## src/rtl/smart_light_pkg.sv

```systemverilog
// Shared types and counter-width helpers for the multi-zone lighting controller.
package smart_light_pkg;

  typedef enum logic {MODE_AUTO, MODE_MANUAL} mode_t;

  typedef enum logic [1:0] {EVT_NONE, EVT_SHORT, EVT_LONG} press_evt_t;

  // Bits needed to hold 0..max_val inclusive, never less than one.
  function automatic int cnt_width(input int max_val);
    return (max_val < 1) ? 1 : $clog2(max_val + 1);
  endfunction

  localparam int DEF_DEBOUNCE_CYC    = 4;
  localparam int DEF_LONG_PRESS_CYC  = 8;
  localparam int DEF_OFF_TIMEOUT_CYC = 30;
  localparam int DEF_DEBOUNCE_W      = cnt_width(DEF_DEBOUNCE_CYC);
  localparam int DEF_PRESS_W         = cnt_width(DEF_LONG_PRESS_CYC);
  localparam int DEF_TIMER_W         = cnt_width(DEF_OFF_TIMEOUT_CYC);

endpackage

```

## src/rtl/input_conditioner.sv

```systemverilog
// One raw asynchronous bit: 2-FF synchroniser followed by a consecutive-sample debouncer.
module input_conditioner
  import smart_light_pkg::*;
#(
  parameter int DEBOUNCE_CYC = 4
) (
  input  logic clk,
  input  logic rst,
  input  logic raw,
  output logic level
);

  localparam int CW = cnt_width(DEBOUNCE_CYC);
  localparam logic [CW-1:0] LAST = CW'(DEBOUNCE_CYC - 1);

  logic          sync1;
  logic          sync2;
  logic [CW-1:0] cnt;

  // Any cycle where the synchronised value agrees with the level restarts the count.
  always_ff @(posedge clk or negedge rst) begin
    if (!rst) begin
      sync1 <= 1'b0;
      sync2 <= 1'b0;
      level <= 1'b0;
      cnt   <= '0;
    end else begin
      sync1 <= raw;
      sync2 <= sync1;
      if (sync2 == level) begin
        cnt <= '0;
      end else if (cnt == LAST) begin
        level <= sync2;
        cnt   <= '0;
      end else begin
        cnt <= cnt + 1'b1;
      end
    end
  end

endmodule

```

## src/rtl/multi_zone_light_ctrl.sv

```systemverilog
// N-zone smart-lighting controller: per-zone press detection, AUTO/MANUAL mode and
// auto-off timer, with a global all-off override.
module multi_zone_light_ctrl
  import smart_light_pkg::*;
#(
  parameter int N_ZONES         = 4,
  parameter int DEBOUNCE_CYC    = 4,
  parameter int LONG_PRESS_CYC  = 8,
  parameter int OFF_TIMEOUT_CYC = 30
) (
  input  logic               clk,
  input  logic               rst,
  input  logic [N_ZONES-1:0] push_button,
  input  logic [N_ZONES-1:0] infravermelho,
  input  logic               all_off,
  output logic [N_ZONES-1:0] led,
  output logic [N_ZONES-1:0] saida
);

  localparam int PW = cnt_width(LONG_PRESS_CYC);
  localparam int TW = cnt_width(OFF_TIMEOUT_CYC);
  localparam logic [PW-1:0] LONG_MAX = PW'(LONG_PRESS_CYC);
  localparam logic [PW-1:0] LONG_M1  = PW'(LONG_PRESS_CYC - 1);
  localparam logic [TW-1:0] TMR_LOAD = TW'(OFF_TIMEOUT_CYC);
  localparam logic [TW-1:0] TMR_ONE  = TW'(1);

  for (genvar z = 0; z < N_ZONES; z++) begin : g_zone
    logic          btn_db;
    logic          mot_db;
    logic [PW-1:0] pcnt;
    press_evt_t    evt;
    mode_t         mode, mode_n;
    logic          lamp, lamp_n;
    logic [TW-1:0] tmr, tmr_n;

    input_conditioner #(.DEBOUNCE_CYC(DEBOUNCE_CYC)) u_btn (
      .clk   (clk),
      .rst   (rst),
      .raw   (push_button[z]),
      .level (btn_db)
    );

    input_conditioner #(.DEBOUNCE_CYC(DEBOUNCE_CYC)) u_mot (
      .clk   (clk),
      .rst   (rst),
      .raw   (infravermelho[z]),
      .level (mot_db)
    );

    always_ff @(posedge clk or negedge rst) begin
      if (!rst) begin
        pcnt <= '0;
      end else if (!btn_db) begin
        pcnt <= '0;
      end else if (pcnt != LONG_MAX) begin
        pcnt <= pcnt + 1'b1;
      end
    end

    // A nonzero count with the button now low means this is the release cycle.
    always_comb begin
      evt = EVT_NONE;
      if (btn_db && pcnt == LONG_M1) begin
        evt = EVT_LONG;
      end else if (!btn_db && pcnt != '0 && pcnt != LONG_MAX) begin
        evt = EVT_SHORT;
      end
    end

    always_ff @(posedge clk or negedge rst) begin
      if (!rst) begin
        mode <= MODE_AUTO;
        lamp <= 1'b0;
        tmr  <= '0;
      end else begin
        mode <= mode_n;
        lamp <= lamp_n;
        tmr  <= tmr_n;
      end
    end

    always_comb begin
      mode_n = mode;
      lamp_n = lamp;
      tmr_n  = tmr;
      if (all_off) begin
        lamp_n = 1'b0;
        tmr_n  = '0;
      end else if (evt == EVT_LONG) begin
        tmr_n = '0;
        if (mode == MODE_AUTO) begin
          mode_n = MODE_MANUAL;
        end else begin
          mode_n = MODE_AUTO;
          lamp_n = 1'b0;
        end
      end else if (mode == MODE_AUTO) begin
        if (mot_db || evt == EVT_SHORT) begin
          lamp_n = 1'b1;
          tmr_n  = TMR_LOAD;
        end else if (tmr != '0) begin
          tmr_n = tmr - 1'b1;
          if (tmr == TMR_ONE) begin
            lamp_n = 1'b0;
          end
        end
      end else begin
        tmr_n = '0;
        if (evt == EVT_SHORT) begin
          lamp_n = ~lamp;
        end
      end
    end

    assign led[z]   = (mode == MODE_MANUAL);
    assign saida[z] = lamp;
  end

endmodule

```

## config.mk

```make
export PLATFORM = sky130hd
export DESIGN_NAME = multi_zone_light_ctrl
export DESIGN_NICKNAME = d
export VERILOG_FILES = /design/src/rtl/smart_light_pkg.sv /design/src/rtl/input_conditioner.sv /design/src/rtl/multi_zone_light_ctrl.sv
export SDC_FILE = /design/constraint.sdc
export NUM_CORES = 1
export LEC_CHECK = 0
export BUFFER_PORTS_ARGS = -buffer_cell sky130_fd_sc_hd__buf_2
export CAP_MARGIN = 0
export CORE_UTILIZATION = 55
export CTS_CLUSTER_SIZE = 28
export DETAILED_ROUTE_END_ITERATION = 6
export PLACE_DENSITY = 0.75
export SLEW_MARGIN = 40
export SYNTH_ARGS = -nofsm -noshare
export SYNTH_HDL_FRONTEND = slang
export SYNTH_SLANG_ARGS = --single-unit
```

## constraint.sdc

```tcl
create_clock -name clk -period 1.52 [get_ports clk]
set_clock_uncertainty 0.05 [all_clocks]
set_input_delay 0.076 -clock clk [delete_from_list [all_inputs] [get_ports clk]]
set_output_delay 0.076 -clock clk [all_outputs]
set_load 0.05 [all_outputs]
```

==> run summary, run 1 <==
status - finished, violations left
failing checks - negative setup slack
clk root buf - clkbuf_8
IR drop worst, VDD - 0.708 mV
synthesized area per cell - 11.2 µm²
RD Place Congestion - 0.771
cell count after synthesis - 383
ant diodes - 0
port bufs - 18
endpoints failing hold - 0
Clk pwr share - 21.2%
# IOs - 19
critical path type - register to register
maxcap violations - 0
Crit Path Max Fanout - 4
die width - 90.4 µm
CP arrival - 1.77 ns
worst r2r src - g_zone[0].tmr[1]
via count - 2,916
Yosys cell types - 48
Int Pwr - 6.00 mW
starting DRC count in detailed routing - 101
Worst setup SP type - register
CTS tree - built
Worst Hold Depth - 2
Critical Path RT - 1.73 ns
total grt overflow - 0
simple-gate share of the synthesized area - 18.7%
vias in the first global route - 2,949
TritonRoute pass-1 iters - 5
Synth Register Bits - 92
Worst-Margin Slew - 0.431 ns
sequential power share - 39.1%
Util after Layout - 71.4%
H-tree depth - 3
Pleak - 2.42 nW
Seq/Total Area, Yosys - 53.5%
end of the worst hold path - g_zone[2].lamp
worst hold slack - 0.0567 ns
clk_lat worst skew - 0.35 ns
antenna-violating nets left - 0
mapped cell area - 4300 µm²
initial antenna violation count - 0
Synth Area in Adders - 6.98%
yosys synthesis warning count - 0
Starting Density - 58.1%
worst setup margin - -0.0346 ns
Sw Share - 34.9%
CP Capture Type - register
clk slew on worst S/H paths - 0.08 ns
PD cells - 1740 nW/µm²
GR Util All Layers - 19.6%
main combinational cell family by area after synthesis - simple AND/OR/NAND/NOR gates
number of remaining DRC errors - 0
worst hold start - all_off
die height - 90.4 µm
setup violators final - 10
WL/cell - 13.5 µm
Comb pwr share - 39.7%
FP Rows - 31
Core Footprint - 7410 µm²
R2R depth - 5
Placement Setup Slack - -0.0846 ns
Max Clock Freq - 0.643 GHz
cts bufs inserted - 9
# nets final - 481
drt total wl - 7.40 mm
minimum clock period - 1.55 ns
CTS Buffer Depth - 2
first-pass GRT wire length - 12.7 mm
layout overhead on the synthesized area - 22.9%
slack of the worst reg-to-reg path - -0.03 ns
pin count of the biggest net entering global routing - 34
HP Class - input port to register
die area - 8180 µm²
via/cell ratio - 5.30
Slew Limit Fails - 0
R2R Path End - g_zone[0].tmr[0]
dpl hpwl - 4.70 mm
Mapped Nets - 418
XOR/XNOR share of the synthesized area - 5.90%
CTS sink cnt - 92
RSZ-0062 raised after global routing - true
mux cell area share after synthesis - 3.75%
normalized max-slew margin - 71.2%
fraction of layout cells with a size suffix above 1 - 29.5%
P_sw - 3.21 mW
Synth Area in Compound Gates - 7.33%
Tcrit/Tclk final - 102%
==> flip-flops by register name, summed over array words and instances, names as in the netlist, 12 cells and up <==
| name | count |
|---|---|
| g_zone.pcnt | 16 |
| g_zone.u_mot.cnt | 12 |
| g_zone.tmr | 20 |
| g_zone.u_btn.cnt | 12 |
==> layout by cell type (no fill, tap or decap), types with 12 or more instances in the layout <==
cell and n:
nor2b_1 21, dfrtp_1 92, buf_4 37, ha_1 16, xnor2_1 20, nand2_1 14, a21oi_1 17, buf_2 17
nor2_1 22, nor3_1 12
==> synthesized netlist by cell type, drive strengths merged <==
library cell | count | share of area [%]
and4b | 1 | 0.23
nor4 | 4 | 0.73
nand3 | 6 | 0.70
a211oi | 1 | 0.17
nand4b | 3 | 0.61
inv | 19 | 1.7
dfrtp | 92 | 54
a21o | 2 | 0.35
mux2i | 6 | 1.4
nor2 | 25 | 2.2
ha | 24 | 7.0
a21oi | 28 | 3.3
nand3b | 2 | 0.35
nor2b | 23 | 3.3
nand2 | 16 | 1.4
o21a | 2 | 0.35
and3b | 1 | 0.20
xor2 | 8 | 1.6
nor3b | 11 | 1.9
a21boi | 2 | 0.35
o2bb2ai | 1 | 0.20
buf | 11 | 1.9
and3 | 3 | 0.44
nand4 | 1 | 0.15
nand2b | 10 | 1.5
mux2 | 9 | 2.4
nor3 | 13 | 1.5
and2 | 8 | 1.2
or3 | 2 | 0.41
a31oi | 1 | 0.15
xnor2 | 21 | 4.3
o21ai | 10 | 1.2
a2111oi | 1 | 0.23
or4b | 3 | 0.87
nor4b | 2 | 0.76
o211ai | 1 | 0.17
or2 | 2 | 0.29
o21bai | 3 | 0.52
a211o | 1 | 0.20
clkbuf | 3 | 0.26
o32ai | 1 | 0.20
==> routing by layer <==
layer | vias up | wire, µm | GRT usage [%]
met1 | 1442 | 3250 | 23.1
li1 | 1427 | - | -
met3 | 10 | 194 | 4.12
met4 | 0 | 120 | 9.01
met5 | - | 0 | 0
met2 | 37 | 3840 | 34.2
==> metrics by stage <==
stage / instances / setup TNS, ns / cell area (µm²) / power (mW)
after floorplan: 383 / -0.120 / 4320 / 5.86
after global placement: 514 / -0.0425 / 4680 / 6.58
after detailed placement: 514 / -0.428 / 4680 / 6.70
final: 550 / -0.147 / 5290 / 9.21
after global routing: 550 / -1.08 / 5290 / 9.88
after CTS: 541 / -0.0657 / 5110 / 8.91
==> worst max-delay path by stage <==
stage	startpoint	endpoint	slack, ns	cells past startpoint
after floorplan	g_zone[1].tmr[0]	g_zone[1].tmr[0]	-0.05	6
after global placement	g_zone[1].tmr[1]	g_zone[1].tmr[0]	-0.01	5
after detailed placement	g_zone[0].tmr[1]	g_zone[0].tmr[0]	-0.08	5
after CTS	g_zone[0].tmr[1]	g_zone[0].tmr[0]	-0.03	5
after global routing	g_zone[0].tmr[1]	g_zone[0].tmr[0]	-0.14	5
final	g_zone[0].tmr[1]	g_zone[0].tmr[0]	-0.03	5
==> repair_timing <==
action	CTS	global route
resized for setup	21	30
buffers inserted	2	9
setup endpoints to repair	19	23
endpoints found under the hold margin	85	0
hold buffers	9	0
pin swaps	4	13
gates cloned	0	0
==> critical path, stage by stage (launching register included) <==
cell and delay (ns):
dfrtp_1 0.42, inv_2 0.10, ha_4 0.13, or4b_4 0.50, xnor2_1 0.16, nor4_2 0.12
==> power by group through the flow <==
stage / registers [mW] / logic [mW] / clock network, mW
finish: 3.60 / 3.66 / 1.95
global route: 3.71 / 4.07 / 2.11
CTS: 3.58 / 3.32 / 2.01
detailed placement: 3.61 / 3.10 / 0
global placement: 3.57 / 3.00 / 0
floorplan: 3.46 / 2.40 / 0
==> final cells by class <==
class	count	area, µm²
Clock inverter	6	111
Clock buffer	10	138
Multi-Input combinational cell	258	2040
Sequential cell	92	2300
Tap cell	99	124
Timing Repair Buffer	66	504
Fill cell	516	2120
Inverter	19	71.3
==> kinds of logic (layout without fill, tap and decap cells) <==
group,after synthesis,after routing
flops,92,92
fa+ha+maj,24,24
mux,15,15
simple gates,136,136
compound gates,54,54
buf+inv,33,101
xor+xnor,29,29
Note: power is estimated with default switching activity, not from simulation.
==> run 2: changes to the inputs <==
--- a/config.mk
+++ b/config.mk
@@ -5,13 +5,16 @@
 export SDC_FILE = /design/constraint.sdc
 export NUM_CORES = 1
 export LEC_CHECK = 0
+export ABC_AREA = 1
 export BUFFER_PORTS_ARGS = -buffer_cell sky130_fd_sc_hd__buf_2
 export CAP_MARGIN = 0
-export CORE_UTILIZATION = 55
+export CORE_UTILIZATION = 56
 export CTS_CLUSTER_SIZE = 28
 export DETAILED_ROUTE_END_ITERATION = 6
-export PLACE_DENSITY = 0.75
+export GPL_ROUTABILITY_DRIVEN = 1
+export PLACE_DENSITY = 0.76
 export SLEW_MARGIN = 40
 export SYNTH_ARGS = -nofsm -noshare
 export SYNTH_HDL_FRONTEND = slang
+export SYNTH_HIERARCHICAL = 1
 export SYNTH_SLANG_ARGS = --single-unit
==> run 2 against run 1 <==
  * The flow now finishes without violations
  * Wire length is 11% higher
  * Synthesized cell count is 56% higher
  * Setup slack better by 0.12 ns
  * Fmax is 8.2% higher
  * Final area is 1.8% higher
  * Cell count is 35% higher
  * Largest power group unchanged
==> run summary, run 2 <==
RD Place Congestion - 0.784
via count - 3,596
drt total wl - 8.24 mm
Crit Path Max Fanout - 4
top_reg_cell synth - dfrtp_1
Yosys cell types - 25
Slew Limit Fails - 0
Fillers - 659
total grt overflow - 0
mapped cell area - 4770 µm²
pin count of the biggest net entering global routing - 33
die height - 94.3 µm
WL/cell - 11.1 µm
# IOs - 19
ranking of synthesized cells by area - dfrtp_1, nand2_1, inv_1, ha_1, nor2_1
Max Clock Freq - 0.696 GHz
worst setup margin - 0.0827 ns
worst hold slack - 0.141 ns
cts bufs inserted - 9
normalized max-slew margin - 70.8%
Critical Path RT - 1.72 ns
Post-synth EDFFs - 0
number of remaining DRC errors - 0
Seq/Total Area, Yosys - 48.2%
yosys synthesis warning count - 6
most frequent cells in the layout - nand2_1, inv_1, dfrtp_1, nor2_1, nand3_1
Worst-Margin Slew - 0.438 ns
fraction of layout cells with a size suffix above 1 - 19.1%
die area - 8890 µm²
total power - 9.19 mW
Largest stage delay, worst path - 0.42 ns
CTS sink cnt - 92
H-tree depth - 3
CP arrival - 1.64 ns
Pleak - 2.88 nW
minimum clock period - 1.44 ns
most common library cells after synthesis - nand2_1, inv_1, dfrtp_1, nor2_1, nand3_1
layout overhead on the synthesized area - 12.8%
antenna-violating nets left - 0
setup violators final - 0
GR Util All Layers - 20.4%
initial antenna violation count - 0
CP Cell Sequence - ha_1 -> nand2_1 -> inv_2 -> nand2_2 -> inv_2 -> nor2_1 -> nand2_2 -> nand2_2 -> nor2_1
Largest register FFs - 20
dpl hpwl - 5.96 mm
via/cell ratio - 4.84
TritonRoute pass-1 iters - 4
FP Rows - 33
footprint of the multi-input gates - 2020 µm²
Worst setup SP type - register
port bufs - 18
# nets final - 669
area leader, netlist - dfrtp_1
CTS tree - built
clk root buf - clkbuf_8
CP top delay family - simple AND/OR/NAND/NOR gates
ys async rst share - 100%
Util after Layout - 65.5%
commonest non-fill, non-tap cell in the layout - nand2_1
register area - 2300 µm²
CP Capture Type - register
status - complete, no violations
vias in the first global route - 3,450
Critical Path Slowest Stage Cell - dfrtp_1
Critical path origin - g_zone[1].pcnt[0]
PD cells - 1710 nW/µm²
ant diodes - 0
maxcap violations - 0
number of buffers and inverters on the critical path - 2
clk_lat worst skew - 0.36 ns
Starting Density - 58.1%
die width - 94.3 µm
Synth top area share - 48.2%
worst r2r src - g_zone[1].pcnt[0]
Placement Setup Slack - 0.0161 ns
Largest Register - g_zone.tmr
Core Footprint - 8220 µm²
Tcrit/Tclk final - 94.6%
HP Class - input port to async pin
synthesized area per cell - 7.99 µm²
first-pass GRT wire length - 14.0 mm
RSZ-0062 raised after global routing - true
starting DRC count in detailed routing - 139
clk slew on worst S/H paths - 0.09 ns
endpoints failing hold - 0
Mapped Nets - 632
critical path type - register to register
cell count after synthesis - 597
CP most frequent cell - nand2_2
CTS Buffer Depth - 2
Top Registers - g_zone.tmr x20, g_zone.pcnt x16
most common cell in the netlist - nand2_1
IR drop worst, VDD - 0.701 mV
Synth Register Bits - 92
## run 2: cell type report
class                   instances  area share (%)
well taps                     105            2.44
flip-flops and latches         92            42.8
inverters                     116            8.14
multi-input cells             380            37.5
repair buffers                 35            4.98
clock inverters                 5            1.58
clock buffers                  10            2.56
## run 2: per-layer routing
metal	vias up	GRT usage, %	wire, µm
li1	1866	-	-
met1	1677	24.8	3830
met2	35	34.2	4020
met3	18	3.80	175
met4	0	11.3	207
met5	-	0	0
## run 2: report_power, final
part | internal, mW | leakage (nW) | switching [mW]
Combinational | 1.40 | 1.59 | 2.35
Clock | 0.971 | 0.109 | 0.852
Sequential | 3.11 | 1.18 | 0.510
Total | 5.48 | 2.88 | 3.71
## run 2: logic make-up after synthesis
| family | synth area share, % |
|---|---|
| AND/OR/NAND/NOR | 30.1 |
| AO/OA/AOI/OAI | 3.78 |
| flip-flops | 48.2 |
| XOR/XNOR | 0.918 |
| adder cells (fa/ha/maj) | 6.29 |
| buffers and inverters | 10.6 |
## run 2: final timing paths
check | slack [ns] | cells after the start | endpoint
min reg2reg | 0.30 | 0 | g_zone[2].u_mot/sync2
max | 0.08 | 9 | g_zone[1].tmr[2]
max reg2reg | 0.08 | 9 | g_zone[1].tmr[2]
min | 0.14 | 2 | g_zone[1].u_btn/cnt[1]
min in group clk | 0.16 | 3 | g_zone[2].mode
max in group asynchronous | 0.74 | 3 | g_zone[2].u_mot/cnt[1]
## run 2: per-stage QoR
| stage | setup TNS (ns) | cell area (µm²) | instances |
|---|---|---|---|
| after floorplan | 0 | 4770 | 597 |
| after global placement | 0 | 4980 | 715 |
| after detailed placement | 0 | 4980 | 715 |
| after CTS | 0 | 5300 | 739 |
| after global routing | -0.0131 | 5380 | 743 |
| final | 0 | 5380 | 743 |
## run 2: timing repair
action | CTS | global route
gates resized for setup | 1 | 24
setup endpoints to repair | 1 | 21
hold buffers | 9 | 0
gates cloned | 0 | 0
endpoints found under the hold margin | 79 | 0
buffers inserted | 0 | 4
pin swaps | 0 | 6
